$ cat src/rtl/seq_restoring_divider.sv
// Sequential restoring divider: unsigned DW-bit dividend by VW-bit divisor,
// one quotient bit per clock, with a start/busy/done handshake.
module seq_restoring_divider #(
  parameter int DW = 8,
  parameter int VW = 4
) (
  input  logic          clk,
  input  logic          rst,
  input  logic          start,
  input  logic [DW-1:0] dividend,
  input  logic [VW-1:0] divisor,
  output logic          busy,
  output logic          done,
  output logic [DW-1:0] quotient,
  output logic [VW-1:0] remainder,
  output logic          div_by_zero
);

  localparam int CW = (DW > 1) ? $clog2(DW) : 1;

  typedef enum logic [1:0] {IDLE, RUN, DONE} state_t;

  state_t        state_q, state_d;
  logic [DW-1:0] work_q, work_d;
  logic [VW-1:0] dvs_q, dvs_d;
  logic [VW-1:0] part_q, part_d;
  logic [CW-1:0] cnt_q, cnt_d;
  logic [DW-1:0] quot_q, quot_d;
  logic [VW-1:0] rem_q, rem_d;
  logic          dbz_q, dbz_d;

  logic [VW:0]   shifted;
  logic [VW-1:0] diff;
  logic          qbit;
  logic          last_iter;

  // The partial stays below the divisor between iterations, so only the
  // shifted value needs the extra bit; a successful difference fits in VW bits.
  always_comb begin
    shifted   = {part_q, work_q[DW-1]};
    qbit      = (shifted >= {1'b0, dvs_q});
    diff      = shifted[VW-1:0] - dvs_q;
    last_iter = (cnt_q == CW'(DW - 1));
  end

  always_ff @(posedge clk) begin
    if (rst) state_q <= IDLE;
    else     state_q <= state_d;
  end

  always_comb begin
    state_d = state_q;
    case (state_q)
      IDLE:    if (start) state_d = (divisor != '0) ? RUN : DONE;
      RUN:     if (last_iter) state_d = DONE;
      DONE:    state_d = IDLE;
      default: state_d = IDLE;
    endcase
  end

  always_comb begin
    busy = (state_q == RUN);
    done = (state_q == DONE);
  end

  always_comb begin
    work_d = work_q;
    dvs_d  = dvs_q;
    part_d = part_q;
    cnt_d  = cnt_q;
    quot_d = quot_q;
    rem_d  = rem_q;
    dbz_d  = dbz_q;
    case (state_q)
      IDLE: begin
        if (start) begin
          work_d = dividend;
          dvs_d  = divisor;
          part_d = '0;
          cnt_d  = '0;
          if (divisor == '0) begin
            quot_d = '1;
            rem_d  = '0;
            dbz_d  = 1'b1;
          end
        end
      end
      RUN: begin
        part_d = qbit ? diff : shifted[VW-1:0];
        work_d = {work_q[DW-2:0], qbit};
        cnt_d  = cnt_q + CW'(1);
        if (last_iter) begin
          quot_d = {work_q[DW-2:0], qbit};
          rem_d  = qbit ? diff : shifted[VW-1:0];
          dbz_d  = 1'b0;
        end
      end
      default: ;
    endcase
  end

  always_ff @(posedge clk) begin
    if (rst) begin
      work_q <= '0;
      dvs_q  <= '0;
      part_q <= '0;
      cnt_q  <= '0;
      quot_q <= '0;
      rem_q  <= '0;
      dbz_q  <= 1'b0;
    end else begin
      work_q <= work_d;
      dvs_q  <= dvs_d;
      part_q <= part_d;
      cnt_q  <= cnt_d;
      quot_q <= quot_d;
      rem_q  <= rem_d;
      dbz_q  <= dbz_d;
    end
  end

  assign quotient    = quot_q;
  assign remainder   = rem_q;
  assign div_by_zero = dbz_q;

endmodule

$ cat config.mk
export PLATFORM = sky130hd
export DESIGN_NAME = seq_restoring_divider
export DESIGN_NICKNAME = d
export VERILOG_FILES = /design/src/rtl/seq_restoring_divider.sv
export SDC_FILE = /design/constraint.sdc
export NUM_CORES = 1
export LEC_CHECK = 0
export BUFFER_PORTS_ARGS = -buffer_cell sky130_fd_sc_hd__buf_2
export CORE_MARGIN = 3
export CORE_UTILIZATION = 35
export DETAILED_ROUTE_END_ITERATION = 8
export PLACE_DENSITY = 0.55
export SYNTH_ARGS = -nofsm -noshare
export SYNTH_HDL_FRONTEND = slang
export SYNTH_SLANG_ARGS = --single-unit
$ cat constraint.sdc
create_clock -name clk -period 1.6 [get_ports clk]
set_input_delay 0.16 -clock clk [delete_from_list [all_inputs] [get_ports clk]]
set_output_delay 0.16 -clock clk [all_outputs]
set_load 0.005 [all_outputs]
# Word-level counts from Yosys, hierarchy flattened
# Index checks and enable logic that the tools add are counted.
[classes]
n_addsub = 2
magnitude_cmp = 1
n_eq_ne = 6
mux = 23
n_reduce_logical = 8
[ops]
columns = ["operator", "count"]
rows = [
  ["$mux 8", 4],
  ["$pmux 8 s2", 2],
  ["$mux 4", 5],
  ["$pmux 4 s2", 2],
  ["$mux 2", 3],
  ["$pmux 3 s2", 1],
  ["$reduce_and 2->1", 3],
  ["$ge 5x4->1", 1],
  ["$logic_not 4->1", 1],
  ["$ne 2x2->1 const B", 2],
  ["$pmux 2 s2", 1],
  ["$reduce_and 4->1", 1],
  ["$reduce_bool 4->1", 1],
  ["$sub 4x4->4", 1],
  ["$add 3x1->3 const B", 1],
  ["$eq 3x3->1 const B", 1],
  ["$mux 1", 3],
  ["$mux 3", 1],
  ["$eq 2x1->1 const B", 1],
  ["$eq 2x2->1 const B", 1],
  ["$logic_not 2->1", 1],
  ["$ne 2x1->1 const B", 1],
  ["$pmux 1 s2", 1],
  ["$reduce_bool 2->1", 1],
]
[totals]
ff_bits = 34
word_cells = 48

# Longest topological paths before layout
# Gate-level depths: netlist of run 1.
[logic_depth]
depth_word = 4
depth_mapped = 8
ltp_nobuf = 7

# Worst setup path after synthesis of run 1
# No wires, ideal clock.
[synth_timing]
path_kind = "flip-flop to flip-flop"
from = "register dvs_q[2]"
to = "register rem_q[2], in the netlist remainder[2]"
arrival_time_ps = 1664
t_required_ps = 1520
path_slack_ps = -144
path_stages_with_launch = 8
path_cell_list = "dfxtp_1 inv_1 ha_1 or2_1 a21boi_2 a31oi_2 mux2_4 a211oi_2"
[synth_via]
elab_chain_cells = 4
elab_cells_between_ends = 5
[synth_rtl]
columns = ["item", "line", "text"]
rows = [
  ["from (decl)", "25", "logic [VW-1:0] dvs_q, dvs_d;"],
  ["from (signal assigned)", "113", "dvs_q <= dvs_d;"],
  ["$sub 4x4->4 / $ge 5x4->1 (equally long branches)", "42, 41", ""],
  ["$mux 4 *", "94", "rem_d = qbit ? diff : shifted[VW-1:0];"],
  ["$mux 4 *", "92", "if (last_iter) begin"],
  ["$pmux 4 s2 *", "74", "case (state_q)"],
  ["to (signal assigned)", "117", "rem_q <= rem_d;"],
  ["to (decl)", "29", "logic [VW-1:0] rem_q, rem_d;"],
]
# Mark *: on every way between the ends. The rest lies on a longest branch, timed or not. The select of a mux whose other input is x is not followed.
# A chain may end at the register's enable or synchronous reset.

# Worst setup path in the final report of run 1
[layout_timing]
from = "register dvs_q[2]"
to = "register part_q[2]"
[layout_via]
elab_chain_cells = 3
elab_cells_between_ends = 4
[layout_rtl]
columns = ["item", "line", "text"]
rows = [
  ["$sub 4x4->4 / $ge 5x4->1 (equally long branches)", "42, 41", ""],
  ["$mux 4 *", "89", "part_d = qbit ? diff : shifted[VW-1:0];"],
  ["$pmux 4 s2 *", "74", ""],
  ["to (signal assigned)", "114", "part_q <= part_d;"],
  ["to (decl)", "26", "logic [VW-1:0] part_q, part_d;"],
]
# Mark *: on every way between the ends. The rest lies on a longest branch, timed or not.

==> summary.md, run 1 <==
| Metric | Value |
|---|---|
| Mapped Area | about 1600 sq um |
| Port buffer count | 29 |
| CP max-delay cell | mux2_4 |
| Tot Pwr | ~2.7 mW |
| Largest stage delay, worst path | between 0.3 and 0.4 ns |
| Clock latency on the worst-skew pair | roughly 0.28 ns |
| Remaining DRCs | 0 |
| DRT iter0 DRCs | 70 |
| Max-slew violation count | 0 |
| Fin crit share | 106% |
| Avg Inst Size Synth | between 8 and 9 sq um |
| Detailed Routing Iterations Pass 1 | 4 |
| Post-synth top cells | nor2_1 (35), dfxtp_1 (34), nand2_1 (31) |
| Synth Warn # | 0 |
| Ant diodes | 0 |
| Share of the synthesized area in the top cell type | 42.4% |
| DR vias/cell | 5.10 |
| Power Density | 1160 nW/um^2 |
| Yosys cell types | 35 |
| DIE HEIGHT | between 70 and 80 microns |
| Vias post-DR | 1479 |
| Gr ovfl total | 0 |
| Post-synthesis mux area share | 3.51% |
| Slew HR | around three quarters |
| Asr flop ratio synth | 0% |
| Crit path max fanout | 6 |
| First-pass GRT wire length | between 6000 and 7000 microns |
| Die span in x | between 70 and 80 microns |
| Post-synthesis adder-cell area fraction | about 6% |
| Share of layout cells above drive strength 1 | about 44% |
| Syn nets | ~210 |
| Final min period | ~1.7 ns |
| Top cells by area, synth | dfxtp_1 (42%), nor2_1 (8.2%), nand2_1 (7.3%) |
| H-tree depth | 2 |
| Final hold viol count | 0 |
| Maximum root-to-sink buffer count | 2 |
| Root Buffer Master | clkbuf_8 |
| RSZ-0062 raised after global routing | true |
| CORE AREA | 4200 sq um |
| EDFF count, synth | 0 |
| Failing checks | negative setup slack |
| Critical Path AT | around 1.9 ns |
| Vias in the first global route | 1437 |
| Main synth FF type | dfxtp_1 |
| Worst Path Required | roughly 1.8 ns |
| WL per Instance | roughly 14 microns |
| Critical path startpoint category | flop |
| Status | finished, violations left |
| Seq/Total Area, Yosys | between 40% and 50% |
| Clock sink count | 34 |
| Peak VDD IR | 0.606 mV |
| DP Wirelength | 2800 microns |
| Final wirelength | roughly 4100 microns |
| Post-Synth XOR/XNOR Area | less than 1% |
| Synth Instances | approximately 190 |
| Compound-cell area share of the yosys netlist | 22.0% |
| IO Count | 30 |
| Sequential cell area | between 600 and 700 sq um |
| Fin util | between 50% and 60% |
| Static Leakage | 0.930 nW |
| Place WS | -0.105 ns |
| Worst clock skew | roughly 0.0095 ns |
| Tot GR Track Use | ~16% |
| Largest net degree at the start of global routing | 35 |
| Worst path cell trace | inv_2, ha_4, or2_1, a21boi_2, a31oi_4, mux2_4, a211oi_2 |
| Initial antenna violation count | 0 |
| Area growth from synthesis to layout | 43.4% |
| Clock-pin slew on the worst setup and hold paths | 0.07 ns |
| Hold Path Class | input port to flop |
| Num CTS Buffers | 5 |
| Simple-gate share of the synthesized area | 19.6% |
| Setup Crit Path Kind | flop to flop |
| Combinational family with the most area after synthesis | compound AO/OA/AOI/OAI gates |
| Setup slack after layout | -0.0993 ns |
| Final GP Congestion | ~0.84 |
| Most frequent cell after synthesis | nor2_1 |
| # rows | 23 |
| # nets final | approximately 260 |
| Fillcell total | 368 |
| Max-Cap Viols | 0 |
| Fmax | 0.588 GHz |
| Flops & latches, synth | 34 |
| Multi-input gate area | 932 sq um |
| Die area | roughly 5400 sq um |
| CTS tree | built |
| Worst-margin pin slew | about 0.35 ns |
| Final Setup Violations | 7 |
| Post-synth top area cell | dfxtp_1 |
| Starting Density | around two fifths |
| Crit. End Element | flop |
| Antenna-violating nets left | 0 |
[power by group]
group	internal (mW)	switching, mW
clock network	0.624	0.321
registers	0.930	0.0507
logic	0.363	0.379
total	1.92	0.750
[layout by cell type (no fill, tap or decap), drive strengths merged]
master	synthesis	routed
dfxtp	34	34
fa	1	1
buf	4	55
inv	8	8
clkinv	1	2
a211oi	16	16
o22a	1	1
ha	6	6
xnor2	1	1
nand2	32	32
or2	1	1
nand3	2	2
mux2	2	2
nand4	1	1
a311oi	8	8
o21ai	2	2
nor2b	2	2
clkbuf	7	7
and2	1	1
bufinv	0	2
nor2	35	35
a21boi	1	1
nand2b	2	2
o21a	1	1
a21oi	10	10
a21o	1	1
a31oi	1	1
a221oi	1	1
nor4	1	1
mux2i	3	3
[metal layers]
layer | vias to the layer above | part of all wire, % | global-route usage [%]
met3 | 6 | 4.3 | 3.83
li1 | 746 | - | -
met2 | 34 | 48 | 25.4
met4 | 0 | 1.3 | 4.63
met5 | - | 0 | 0
met1 | 693 | 46 | 20.6
[layout make-up]
| type | instances | area share (%) |
|---|---|---|
| Sequential cell | 34 | 30.0 |
| Clock inverter | 3 | 2.99 |
| Timing Repair Buffer | 57 | 19.1 |
| Multi-Input combinational cell | 132 | 40.5 |
| Clock buffer | 5 | 2.99 |
| Inverter | 9 | 1.69 |
| Tap cell | 50 | 2.72 |
[path summary, 6_finish.rpt]
path	from	end	slack [ns]	cells after the start
setup / recovery	dvs_q[2]$_SDFFE_PP0P_	part_q[2]$_SDFFE_PP0P_	-0.1	7
setup reg to reg	dvs_q[2]$_SDFFE_PP0P_	part_q[2]$_SDFFE_PP0P_	-0.1	7
hold / removal	divisor[2]	dvs_q[2]$_SDFFE_PP0P_	0.13	3
hold reg to reg	dvs_q[3]$_SDFFE_PP0P_	dvs_q[3]$_SDFFE_PP0P_	0.46	2
[logic make-up (layout without fill, tap and decap cells)]
family,after synthesis,after routing
AOI/OAI and AO/OA,42,42
xor gates and xnor gates,1,1
adders and majority gates,7,7
buffers and inverters,20,74
DFF,34,34
muxes,5,5
and+or+nand+nor,77,77
[state kept, by name (all words and copies together) (netlist names)]
signal,count
state_q,2
part_q,4
dvs_q,4
cnt_q,3
div_by_zero,1
work_q,8
remainder,4
quotient,8
[per-stage QoR]
| stage | instance area [sq um] | hold slack, ns | TNS [ns] | std cells |
|---|---|---|---|---|
| final | 2300 | 0.128 | -0.318 | 290 |
| after global routing | 2300 | 0.129 | -1.00 | 290 |
| after CTS | 2150 | 0.117 | -0.306 | 284 |
| after detailed placement | 1930 | 0.419 | -0.569 | 269 |
| after global placement | 1930 | 0.410 | -0.222 | 269 |
| after floorplan | 1640 | 0.288 | -0.0224 | 186 |
[timing repair]
| action | in CTS | in global routing |
|---|---|---|
| hold buffers | 0 | 0 |
| buffers inserted | 7 | 4 |
| gates cloned | 0 | 2 |
| gates resized for setup | 11 | 12 |
| endpoints found under the setup margin | 10 | 19 |
| pin swaps | 7 | 7 |
[critical path, delay by kind of cell, from the launching register on]
| kind | cells | cell delay (ns) |
|---|---|---|
| AO/OA/AOI/OAI | 3 | 0.45 |
| multiplexers | 1 | 0.35 |
| flip-flops | 1 | 0.33 |
| AND/OR/NAND/NOR | 1 | 0.23 |
| adder cells (fa/ha/maj) | 1 | 0.22 |
| buffers and inverters | 1 | 0.04 |
No activity file was read; power rests on OpenSTA's default activity.
==> run 2, diff against run 1 <==
--- a/config.mk
+++ b/config.mk
@@ -9,7 +9,7 @@
 export CORE_MARGIN = 3
 export CORE_UTILIZATION = 35
 export DETAILED_ROUTE_END_ITERATION = 8
-export PLACE_DENSITY = 0.55
+export PLACE_DENSITY = 0.53
 export SYNTH_ARGS = -nofsm -noshare
 export SYNTH_HDL_FRONTEND = slang
 export SYNTH_SLANG_ARGS = --single-unit
==> constraint.sdc (replaced) <==
create_clock -name clk -period 1.85 [get_ports clk]
set_input_delay 0.185 -clock clk [delete_from_list [all_inputs] [get_ports clk]]
set_output_delay 0.185 -clock clk [all_outputs]
set_load 0.005 [all_outputs]
==> run 2 against run 1 <==
  * The flow now finishes without violations
  * Sequential power shrank 14%
  * Flip-flop and latch count is the same
  * First-iteration DRC count shrank 1.4%
  * Fmax shrank 4.5%
  * Non-clock buffer count shrank 21
  * Count of clock-buffer cells in the layout grew 2
  * Critical path depth shrank 1
  * Routed wire length shrank 9.3%
  * Clock power shrank 47%
  * Highest routed layer unchanged
==> summary.md, run 2 (synthesis results as in run 1) <==
| Metric | Value |
|---|---|
| First-pass GRT wire length | 6190 microns (-5.8%) |
| Clock latency on the worst-skew pair | 0.28 ns (about the same) |
| Crit path buf inv count | 1 (unchanged) |
| H-tree depth | 2 (unchanged) |
| Final min period | 1.78 ns (+0.0802 ns) |
| Peak VDD IR | 0.411 mV (-32%) |
| WL per Instance | 13.7 microns (-1.9%) |
| Worst path cell trace | inv_1, ha_4, o21ai_0, a31oi_4, mux2_4, a211oi_2 |
| Gr ovfl total | 0 (unchanged) |
| Setup Crit Path Kind | flop to flop |
| Hold Path Depth | 3 (unchanged) |
| M1 GR Usage | 19.2% (-1.3 points) |
| Final GP Congestion | 0.847 (+1.2%) |
| Largest net degree at the start of global routing | 35 (unchanged) |
| Global Route met2 Usage | 23.4% (-2.0 points) |
| Combinational Power Share | 26.8% (-1.0 points) |
| # nets final | 240 (-8.0%) |
| Power Density | 952 nW/um^2 (-18%) |
| Final hold viol count | 0 (unchanged) |
| Final Setup Violations | 0 (-7) |
| Crit path max fanout | 6 (unchanged) |
| Detailed Routing Iterations Pass 1 | 4 (unchanged) |
| Hold_ws | 0.156 ns (+0.0286 ns) |
| Port buffer count | 29 (unchanged) |
| Remaining DRCs | 0 (unchanged) |
| GRT busiest layer | met2 |
| Vias in the first global route | 1403 (-2.4%) |
| CP top delay family | compound AO/OA/AOI/OAI gates |
| Root Buffer Master | clkbuf_8 |
| Final wirelength | 3680 microns (-9.3%) |
| Fmax | 0.562 GHz (-4.5%) |
| Vias post-DR | 1409 (-4.7%) |
| Static Leakage | 0.782 nW (-16%) |
| # rows | 23 (unchanged) |
| Setup slack after layout | 0.0705 ns (+0.170 ns) |
| DR vias/cell | 5.26 (+3.1%) |
| Worst clock skew | 0.00444 ns (-0.00511 ns) |
| CORE AREA | 4200 sq um (unchanged) |
| FF-to-FF path depth | 6 (-1) |
| Hold Path Class | input port to flop |
| Commonest non-fill, non-tap cell in the layout | nor2_1 |
| Critical path startpoint category | flop |
| Tot Pwr | 1.83 mW (-31%) |
| Critical Path AT | 1.98 ns (+0.07 ns) |
| Hold buffer count at CTS | 0 (unchanged) |
| Maximum root-to-sink buffer count | 2 (unchanged) |
| Die span in x | 73.7 microns (unchanged) |
| Antenna-violating nets left | 0 (unchanged) |
| Switching part of the total | 30.7% (+2.6 points) |
| Num CTS Buffers | 5 (unchanged) |
| DP Wirelength | 2670 microns (-4.5%) |
| Max-slew violation count | 0 (unchanged) |
| Reg power frac | 46.1% (+9.3 points) |
| Clock power share | 27.1% (-8.3 points) |
| Internal | 1.27 mW (-34%) |
| Starting Density | 38.2% (unchanged) |
| CTS tree | built |
| Share of layout cells above drive strength 1 | 27.1% (-17 points) |
| Initial antenna violation count | 0 (unchanged) |
| Fin crit share | 96.2% (-10 points) |
| Place WS | 0.0234 ns (+0.128 ns) |
| Area growth from synthesis to layout | 20.0% |
| Clock-pin slew on the worst setup and hold paths | 0.06 ns (about the same) |
| Worst-margin pin slew | 0.700 ns (+0.352 ns) |
| Status | complete, no violations |
| CP max-delay cell | mux2_4 |
| Global-route track usage on met3 | 3.97% (+0.14 points) |
| Ant diodes | 0 (unchanged) |
| P_sw | 0.562 mW (-25%) |
| Most frequent cells in the layout | nor2_1 (34), dfxtp_1 (33), nand2_1 (31) |
| Slew HR | 53.3% (-23 points) |
| Max-Cap Viols | 0 (unchanged) |
| Crit. End Element | flop |
| Tot GR Track Use | 14.6% (-1.1 points) |
| DRT iter0 DRCs | 69 (-1.4%) |
| Die area | 5430 sq um (unchanged) |
| Worst path depth | 6 (-1) |
| Worst Path Required | 2.05 ns (+0.24 ns) |
| Clock sink count | 34 (unchanged) |
| Largest stage delay, worst path | 0.34 ns (about the same) |
| IO Count | 30 (unchanged) |
| Setup TNS Final | 0 ns (+0.318 ns) |
| DIE HEIGHT | 73.7 microns (unchanged) |
==> run 2: cell types whose count changed in the layout (fill, tap and decap cells not counted), moves of 3 or more <==
cell,before,now
buf_4,20,6
buf_6,3,0
dfxtp_1,27,33
dfxtp_2,7,1
ha_1,1,5
ha_4,4,1
inv_1,5,8
inv_2,3,0
==> run 2: layout make-up <==
class                      instances  area, sq um
clock buffer                       7         76.3
tap                               50         62.6
fill                             411         2280
inverter                           9         38.8
multi-input combinational        132          856
sequential                        34          682
timing repair buffer              36          210
==> run 2: worst min-delay path: stages <==
cell and delay [ns]:
buf_2 0.11, nand2_1 0.05, a21oi_1 0.05
==> run 2: metrics by stage <==
stage | util (%) | cell area, sq um | instances
after CTS | 44.8 | 1880 | 266
after global placement | 42.9 | 1800 | 259
after floorplan | - | 1600 | 186
after detailed placement | 42.9 | 1800 | 259
final | 45.8 | 1930 | 268
after global routing | 45.8 | 1930 | 268
==> run 2: routing by layer <==
metal,up-vias,part of all wire [%]
met5,-,0
met4,0,1.0
met3,5,5.5
met2,37,46
met1,666,47
li1,701,-
==> run 2: repair_timing <==
action | 4_1_cts | 5_1_grt
setup endpoints to repair | 0 | 9
gates resized for setup | 0 | 5
buffers inserted | 0 | 2
==> run 2: final timing paths <==
path,start,endpoint,slack [ns]
worst max-delay path,work_q[7]$_SDFFE_PP0P_,remainder[2]$_SDFFE_PP0P_,0.07
worst max register to register,work_q[7]$_SDFFE_PP0P_,remainder[2]$_SDFFE_PP0P_,0.07
worst min register to register,dvs_q[2]$_SDFFE_PP0P_,dvs_q[2]$_SDFFE_PP0P_,0.45
worst min-delay path,divisor[2],dvs_q[2]$_SDFFE_PP0P_,0.16
==> run 2: power by group through the flow <==
stage	Combinational (mW)	Sequential (mW)	Clock, mW
after CTS	0.466	0.844	0.511
after global routing	0.551	0.852	0.540
final	0.491	0.845	0.497
after detailed placement	0.464	0.860	0
after floorplan	0.340	0.852	0
after global placement	0.451	0.856	0
